## src/rtl/fifo_pkg.sv

```systemverilog
// Shared definitions for the FIFO-side stream blocks.
//   dsz_state_t   : stream_downsizer control state (IDLE / SHIFT).
//   dsz_ratio_ok  : elaboration-time check of an IN/OUT width pair.
package fifo_pkg;

    typedef enum logic [0:0] {
        IDLE,
        SHIFT
    } dsz_state_t;

    // A width pair is usable when the input word splits into a whole
    // number of output beats and there are at least two of them.
    function automatic bit dsz_ratio_ok(input int in_w, input int out_w);
        if (out_w <= 0) return 1'b0;
        return ((in_w % out_w) == 0) && ((in_w / out_w) >= 2);
    endfunction

endpackage

```

## src/rtl/stream_downsizer.sv

```systemverilog
// Width-converting stage: takes IN_WIDTH-bit words on a valid/ready
// handshake and emits each as RATIO OUT_WIDTH-bit beats, least-significant
// slice first. A new word is taken on the same cycle the last beat of the
// previous one leaves, so a continuous stream has no bubbles.
//
// Ports:
//   clk        clock, rising edge
//   rstn       asynchronous active-low reset
//   in_data    input word (from the upstream FIFO out_data)
//   in_valid   input word valid
//   in_ready   block can take a word this cycle
//   out_data   current output beat
//   out_valid  output beat valid
//   out_ready  downstream accepts the beat
//   clear      synchronous flush, overrides every other event
//   busy       a word is held and not yet fully emitted
import fifo_pkg::*;

module stream_downsizer #(
    parameter int IN_WIDTH  = 32,
    parameter int OUT_WIDTH = 8,
    parameter int RATIO     = IN_WIDTH / OUT_WIDTH,
    parameter int LB_RATIO  = $clog2(RATIO)
) (
    input  logic                 clk,
    input  logic                 rstn,
    input  logic [IN_WIDTH-1:0]  in_data,
    input  logic                 in_valid,
    output logic                 in_ready,
    output logic [OUT_WIDTH-1:0] out_data,
    output logic                 out_valid,
    input  logic                 out_ready,
    input  logic                 clear,
    output logic                 busy
);

    if (!dsz_ratio_ok(IN_WIDTH, OUT_WIDTH) || (RATIO != IN_WIDTH / OUT_WIDTH)) begin : g_bad_ratio
        $error("stream_downsizer: IN_WIDTH must be a multiple (>=2x) of OUT_WIDTH");
    end

    localparam logic [LB_RATIO-1:0] LAST_BEAT = LB_RATIO'(RATIO - 1);

    dsz_state_t          state, state_d;
    logic [LB_RATIO-1:0] beat_cnt, beat_cnt_d;
    logic [IN_WIDTH-1:0] hold_r;
    logic                load;
    logic                last_beat;
    logic                in_exec;
    logic                out_exec;

    assign last_beat = (beat_cnt == LAST_BEAT);
    assign busy      = (state == SHIFT);
    assign out_valid = (state == SHIFT);

    // in_ready looks at out_ready only when the last beat is leaving, and
    // never at in_valid, so no combinational loop forms with the upstream.
    assign in_ready  = ~clear & ((state == IDLE) | ((state == SHIFT) & last_beat & out_ready));
    assign in_exec   = in_valid & in_ready;
    assign out_exec  = out_valid & out_ready;

    always_ff @(posedge clk or negedge rstn) begin
        if (!rstn) begin
            state    <= IDLE;
            beat_cnt <= '0;
        end else begin
            state    <= state_d;
            beat_cnt <= beat_cnt_d;
        end
    end

    always_comb begin
        state_d    = state;
        beat_cnt_d = beat_cnt;
        load       = 1'b0;
        if (clear) begin
            state_d    = IDLE;
            beat_cnt_d = '0;
        end else begin
            case (state)
                IDLE: begin
                    if (in_exec) begin
                        load       = 1'b1;
                        beat_cnt_d = '0;
                        state_d    = SHIFT;
                    end
                end
                SHIFT: begin
                    if (out_exec) begin
                        if (!last_beat) begin
                            beat_cnt_d = beat_cnt + LB_RATIO'(1);
                        end else if (in_exec) begin
                            // back-to-back: next word replaces the one just finished
                            load       = 1'b1;
                            beat_cnt_d = '0;
                        end else begin
                            beat_cnt_d = '0;
                            state_d    = IDLE;
                        end
                    end
                end
                default: begin
                    state_d    = IDLE;
                    beat_cnt_d = '0;
                end
            endcase
        end
    end

    always_ff @(posedge clk or negedge rstn) begin
        if (!rstn) begin
            hold_r <= '0;
        end else if (load) begin
            hold_r <= in_data;
        end
    end

    // Slice mux; driven to zero outside SHIFT so an idle bus carries no stale data.
    always_comb begin
        out_data = '0;
        if (state == SHIFT) begin
            for (int i = 0; i < RATIO; i++) begin
                if (beat_cnt == LB_RATIO'(i)) begin
                    out_data = hold_r[i*OUT_WIDTH +: OUT_WIDTH];
                end
            end
        end
    end

endmodule

```

## config.mk

```make
export PLATFORM = sky130hd
export DESIGN_NAME = stream_downsizer
export DESIGN_NICKNAME = d
export VERILOG_FILES = /design/src/rtl/fifo_pkg.sv /design/src/rtl/stream_downsizer.sv
export SDC_FILE = /design/constraint.sdc
export NUM_CORES = 1
export LEC_CHECK = 0
export CORE_UTILIZATION = 37
export DETAILED_ROUTE_END_ITERATION = 12
export GPL_TIMING_DRIVEN = 0
export PLACE_DENSITY = 0.69
export SYNTH_ARGS = -nofsm -noshare
export SYNTH_HDL_FRONTEND = slang
export SYNTH_SLANG_ARGS = --single-unit
```

## constraint.sdc

```tcl
create_clock -name clk -period 1.52 [get_ports clk]
set_input_delay 0.228 -clock clk [delete_from_list [all_inputs] [get_ports clk]]
set_output_delay 0.228 -clock clk [all_outputs]
set_load 0.01 [all_outputs]
```

Word-level counts from Yosys, hierarchy flattened
Index checks and enable logic that the tools add are counted.

storage, ports and cells
  register bits = 35

operators by class
  add/sub/neg operators = 1
  eq/ne operators = 5
  multiplexer cells = 19
  bitwise gates (word level) = 8
  reduce and logical (&&, ||, !) cells = 2

operators by type and width
  cell                                                                   count
  8-bit 2-to-1 mux                                                       5
  2-bit 2-to-1 mux                                                       4
  1-bit 2-to-1 mux                                                       7
  1-bit bitwise AND                                                      5
  2-bit equality test, second input constant                             2
  1-bit one-hot mux with 2 select lines                                  2
  2-bit one-hot mux with 2 select lines                                  1
  3-bit by 2-bit != test with 1-bit output, second input constant        1
  3-bit != test, second input constant                                   1
  2-bit by 1-bit adder with 2-bit output, second input constant          1
  2-bit by 1-bit equality test with 1-bit output, second input constant  1
  2-bit logical NOT                                                      1
  1-bit NOT                                                              2
  2-bit AND reduction                                                    1
  1-bit bitwise OR                                                       1

Depth between registers and ports, before layout
  word-level depth = 11
  mapped depth = 7
  mapped depth without buffers = 5

Least setup slack after synthesis
Ideal clock, no wire load.

  path type = register to output
  start point = register beat_cnt[0]
  end point = output out_data[0]
  arrival time = 1.459 ns
  required time = 1.292 ns
  path slack = -0.167 ns
  stages on the path, launching flop included = 7
  buffers on the path = 2
  cells stage by stage = dfrtp_1 > ha_1 > buf_2 > nor2b_1 > clkbuf_1 > a221oi_1 > o21ai_0

on the way
  cells in the longest elaborated chain, start to end = 6
  elaborated cells on any way between the ends = 9
  those cells by class = eq/ne: 3; mux: 5; reduce/logical: 1

ends and longest elaborated chain
  item                           RTL line                 source
  start, declared                stream_downsizer.sv:44   logic [LB_RATIO-1:0] beat_cnt, beat_cnt_d;
  start signal, assigned         stream_downsizer.sv:67   beat_cnt <= beat_cnt_d;
  2-bit logical NOT              stream_downsizer.sv:122  if (beat_cnt == LB_RATIO'(i)) begin
  8-bit 2-to-1 mux (3 in a row)  stream_downsizer.sv:122
  8-bit 2-to-1 mux *             stream_downsizer.sv:122
  8-bit 2-to-1 mux *             stream_downsizer.sv:120  if (state == SHIFT) begin
  end, declared                  stream_downsizer.sv:30   output logic [OUT_WIDTH-1:0] out_data,

Mark *: on every way between the ends. The rest lies on a longest branch, timed or not.

Worst setup path after layout
  start point = register beat_cnt[1]
  end point = output out_data[4]

The elaborated chain is that of the path after synthesis.

==> impl_metrics.env <==
export IMPL_clk_latency_ps=290
export IMPL_dieArea_sq_um=4730
export IMPL_cpLargestDelayFamily="flip-flops"
export IMPL_via_count=1302
export IMPL_dieWidth_microns=68.8
export IMPL_hold_class="in -> async"
export IMPL_start_util=0.398
export IMPL_hold_buffers=0
export IMPL_drv_slew=0
export IMPL_finalCriticalPeriod_ps=1950
export IMPL_dieHeight_microns=68.8
export IMPL_pin_count=48
export IMPL_cp_required_ps=1290
export IMPL_insertedDiodeCount=0
export IMPL_ys_async_sr_fraction=1.00
export IMPL_cts_sinks=35
export IMPL_crit_chain="inv_4 -> ha_4 -> nor2b_4 -> buf_12 -> a221oi_4 -> o21ai_1 -> buf_2"
export IMPL_post_place_ws_ps=-749
export IMPL_gp_congestion=0.764
export IMPL_grt_start_max_net_pins=36
export IMPL_routed_wl_microns=4760
export IMPL_path_max_fanout=5
export IMPL_gr_total_overflow=0
export IMPL_ctsLongestPathBuffers=2
export IMPL_yosys_area_top_type_share=0.531
export IMPL_synth_area_sq_um=1650
export IMPL_timing_final_crit_share=1.28
export IMPL_power_net_switching_uw=747
export IMPL_fin_nets=241
export IMPL_fill_cells=284
export IMPL_cap_violations=0
export IMPL_hold_viol_final=0
export IMPL_yosysTopAreaCell="dfrtp_1"
export IMPL_syn_num_nets=170
export IMPL_switching_share=0.258
export IMPL_rsz0062_at_grt="yes"
export IMPL_syn_instance_count=129
export IMPL_worstSetupEndpointType="output port"
export IMPL_clkTransAtPathRegs_ps=70
export IMPL_power_frac_seq=0.434
export IMPL_avgSynthCellArea_sq_um=12.8
export IMPL_tightest_slew_ps=804
export IMPL_synth_main_ff_cell="dfrtp_1"
export IMPL_synth_common_cells="dfrtp_1 (35), mux2_2 (32), o21ai_0 (16)"
export IMPL_first_pass_iters=4
export IMPL_synth_cell_types=19
export IMPL_cts_buffers=5
export IMPL_tritoncts="built"
export IMPL_final_util=0.686
export IMPL_synth_edff_count=0
export IMPL_max_freq_mhz=513
export IMPL_remaining_drc_errors=0
export IMPL_start_kind="register"
export IMPL_synth_seq_cells=35
export IMPL_clkPwrFrac=0.302
export IMPL_rows=23
export IMPL_finalSetupViolCount=41
export IMPL_drive_above_1_share=0.522
export IMPL_synth_most_common_cell="dfrtp_1"
export IMPL_grtUsageTotal=0.196
export IMPL_core_area_sq_um=4140
export IMPL_crit_type="reg -> out"
export IMPL_postLayoutSetupSlackWorst_ps=-430
export IMPL_antenna_found_initial=0
export IMPL_cp_num_buf_inv=3
export IMPL_syn_to_final_growth_pct=72.5
export IMPL_p_comb_frac=0.264
export IMPL_ir_worst_vdd_mv=0.588
export IMPL_grt_pass1_wl_microns=6410
export IMPL_worst_path_largest_cell_delay_ps=430
export IMPL_crit_slowest_cell="dfrtp_2"
export IMPL_yosys_warnings=0
export IMPL_avgRoutedWirePerCell_microns=19.0
export IMPL_violations="setup timing"
export IMPL_root_buffer="clkbuf_8"
export IMPL_p_int_mw=2.14
export IMPL_htree_num_levels=2
export IMPL_status="complete, but fails checks"
export IMPL_fin_worst_skew_ps=5.50
export IMPL_power_density_nw_per_um2=1020
export IMPL_avgViaCountPerCell=5.19
export IMPL_slew_headroom=0.464
export IMPL_critPathArrivalTime_ps=1720
export IMPL_synthTopCellsByArea="dfrtp_1 (53%), mux2_2 (22%), o21ai_0 (4.9%)"
export IMPL_leakagePower_nw=1.23
export IMPL_synth_seq_area_share=0.531
export IMPL_drtAntennaViolNets=0
export IMPL_port_buffers=47
export IMPL_drtIter0Drc=64
export IMPL_first_global_vias=1322
export IMPL_dpl_hpwl_microns=2640
==> metrics by stage <==
step / std cells / instance area (sq um) / hold WS [ps] / total power [mW] / setup TNS, ps
6_report: 251 / 2840 / 22.3 / 2.89 / -13700
5_1_grt: 251 / 2840 / 60.1 / 3.02 / -16520
4_1_cts: 245 / 2580 / 36.8 / 2.71 / -10030
3_5_place_dp: 226 / 2200 / 351 / 1.71 / -20030
3_3_place_gp: 226 / 2200 / 484 / 1.69 / -34620
2_1_floorplan: 129 / 1670 / -67.6 / 1.46 / -2190
==> final timing paths <==
kind,endpoint,start,cells after the start,slack (ps)
hold reg to reg,hold_r[23],hold_r[23],1,510
hold / removal,hold_r[28],rstn,1,20
setup / recovery,out_data[4],beat_cnt[1],7,-430
max in group asynchronous,beat_cnt[0],rstn,1,950
setup reg to reg,hold_r[0],beat_cnt[1],8,-330
min in group clk,hold_r[23],hold_r[23],1,510
==> registers in the layout (all words and copies together) (netlist names) <==
| signal | flops |
|---|---|
| busy | 1 |
| hold_r | 32 |
| beat_cnt | 2 |
==> kinds of logic (layout without fill, tap and decap cells) <==
| kind of cell | after synthesis | after routing | share of synthesized area |
|---|---|---|---|
| flip-flops | 35 | 35 | 0.531 |
| multiplexers | 33 | 33 | 0.225 |
| AO/OA/AOI/OAI | 27 | 27 | 0.113 |
| AND/OR/NAND/NOR | 19 | 19 | 0.0592 |
| buffers and inverters | 11 | 83 | 0.0417 |
| adder cells (fa/ha/maj) | 4 | 4 | 0.0304 |
==> layout by cell type (no fill, tap or decap) <==
cell type        Yosys  final
mux2i_1              1      1
nand2_1              7      7
nand3_1              1      1
clkbuf_16            0      1
clkdlybuf4s50_1      0     35
a221oi_4             0      7
clkinvlp_4           0      1
o21ai_2              0      6
a21boi_4             1      1
a32oi_1              2      2
clkinv_2             0      1
buf_8                0      5
bufinv_16            0      1
nor2b_2              0      1
dfrtp_2              0      3
clkbuf_8             0      6
buf_2                1     10
o21ai_1              0     10
buf_12               0      3
dfrtp_1             35     32
ha_4                 0      4
nor3b_4              1      1
mux2_4               0     32
a221oi_2             0      1
buf_4                1     11
dlymetal6s2s_1       0      1
and2_1               1      1
nor2_1               6      6
buf_6                3      6
inv_2                0      1
nor2b_4              0      2
inv_4                0      1
==> power groups by stage <==
stage	registers [mW]	clock network, mW	logic (mW)
finish	1.26	0.872	0.764
global route	1.27	0.937	0.817
CTS	1.23	0.889	0.598
detailed placement	1.21	0	0.500
global placement	1.20	0	0.489
floorplan	1.18	0	0.283
==> layer usage <==
| layer | global-route usage | up-vias | share of wire |
|---|---|---|---|
| li1 | - | 609 | - |
| met2 | 0.336 | 41 | 0.48 |
| met5 | 0 | - | 0 |
| met1 | 0.228 | 644 | 0.44 |
| met3 | 0.0822 | 8 | 0.060 |
| met4 | 0.0459 | 0 | 0.011 |
==> area by class of cell <==
cell class | count | area, sq um | area share
Multi-Input combinational cell | 83 | 1040 | 0.367
Sequential cell | 35 | 880 | 0.309
Timing Repair Buffer | 68 | 671 | 0.236
Clock buffer | 6 | 82.6 | 0.0290
Tap cell | 50 | 62.6 | 0.0220
Buffer | 4 | 52.6 | 0.0185
Clock inverter | 2 | 35.0 | 0.0123
Inverter | 3 | 17.5 | 0.00616
==> repair_timing <==
item,in CTS,in global routing
gates resized for setup,78,60
pin swaps,16,13
gates cloned,2,1
setup buffers,11,8
setup endpoints to repair,43,42
No activity file was read; power rests on OpenSTA's default activity.
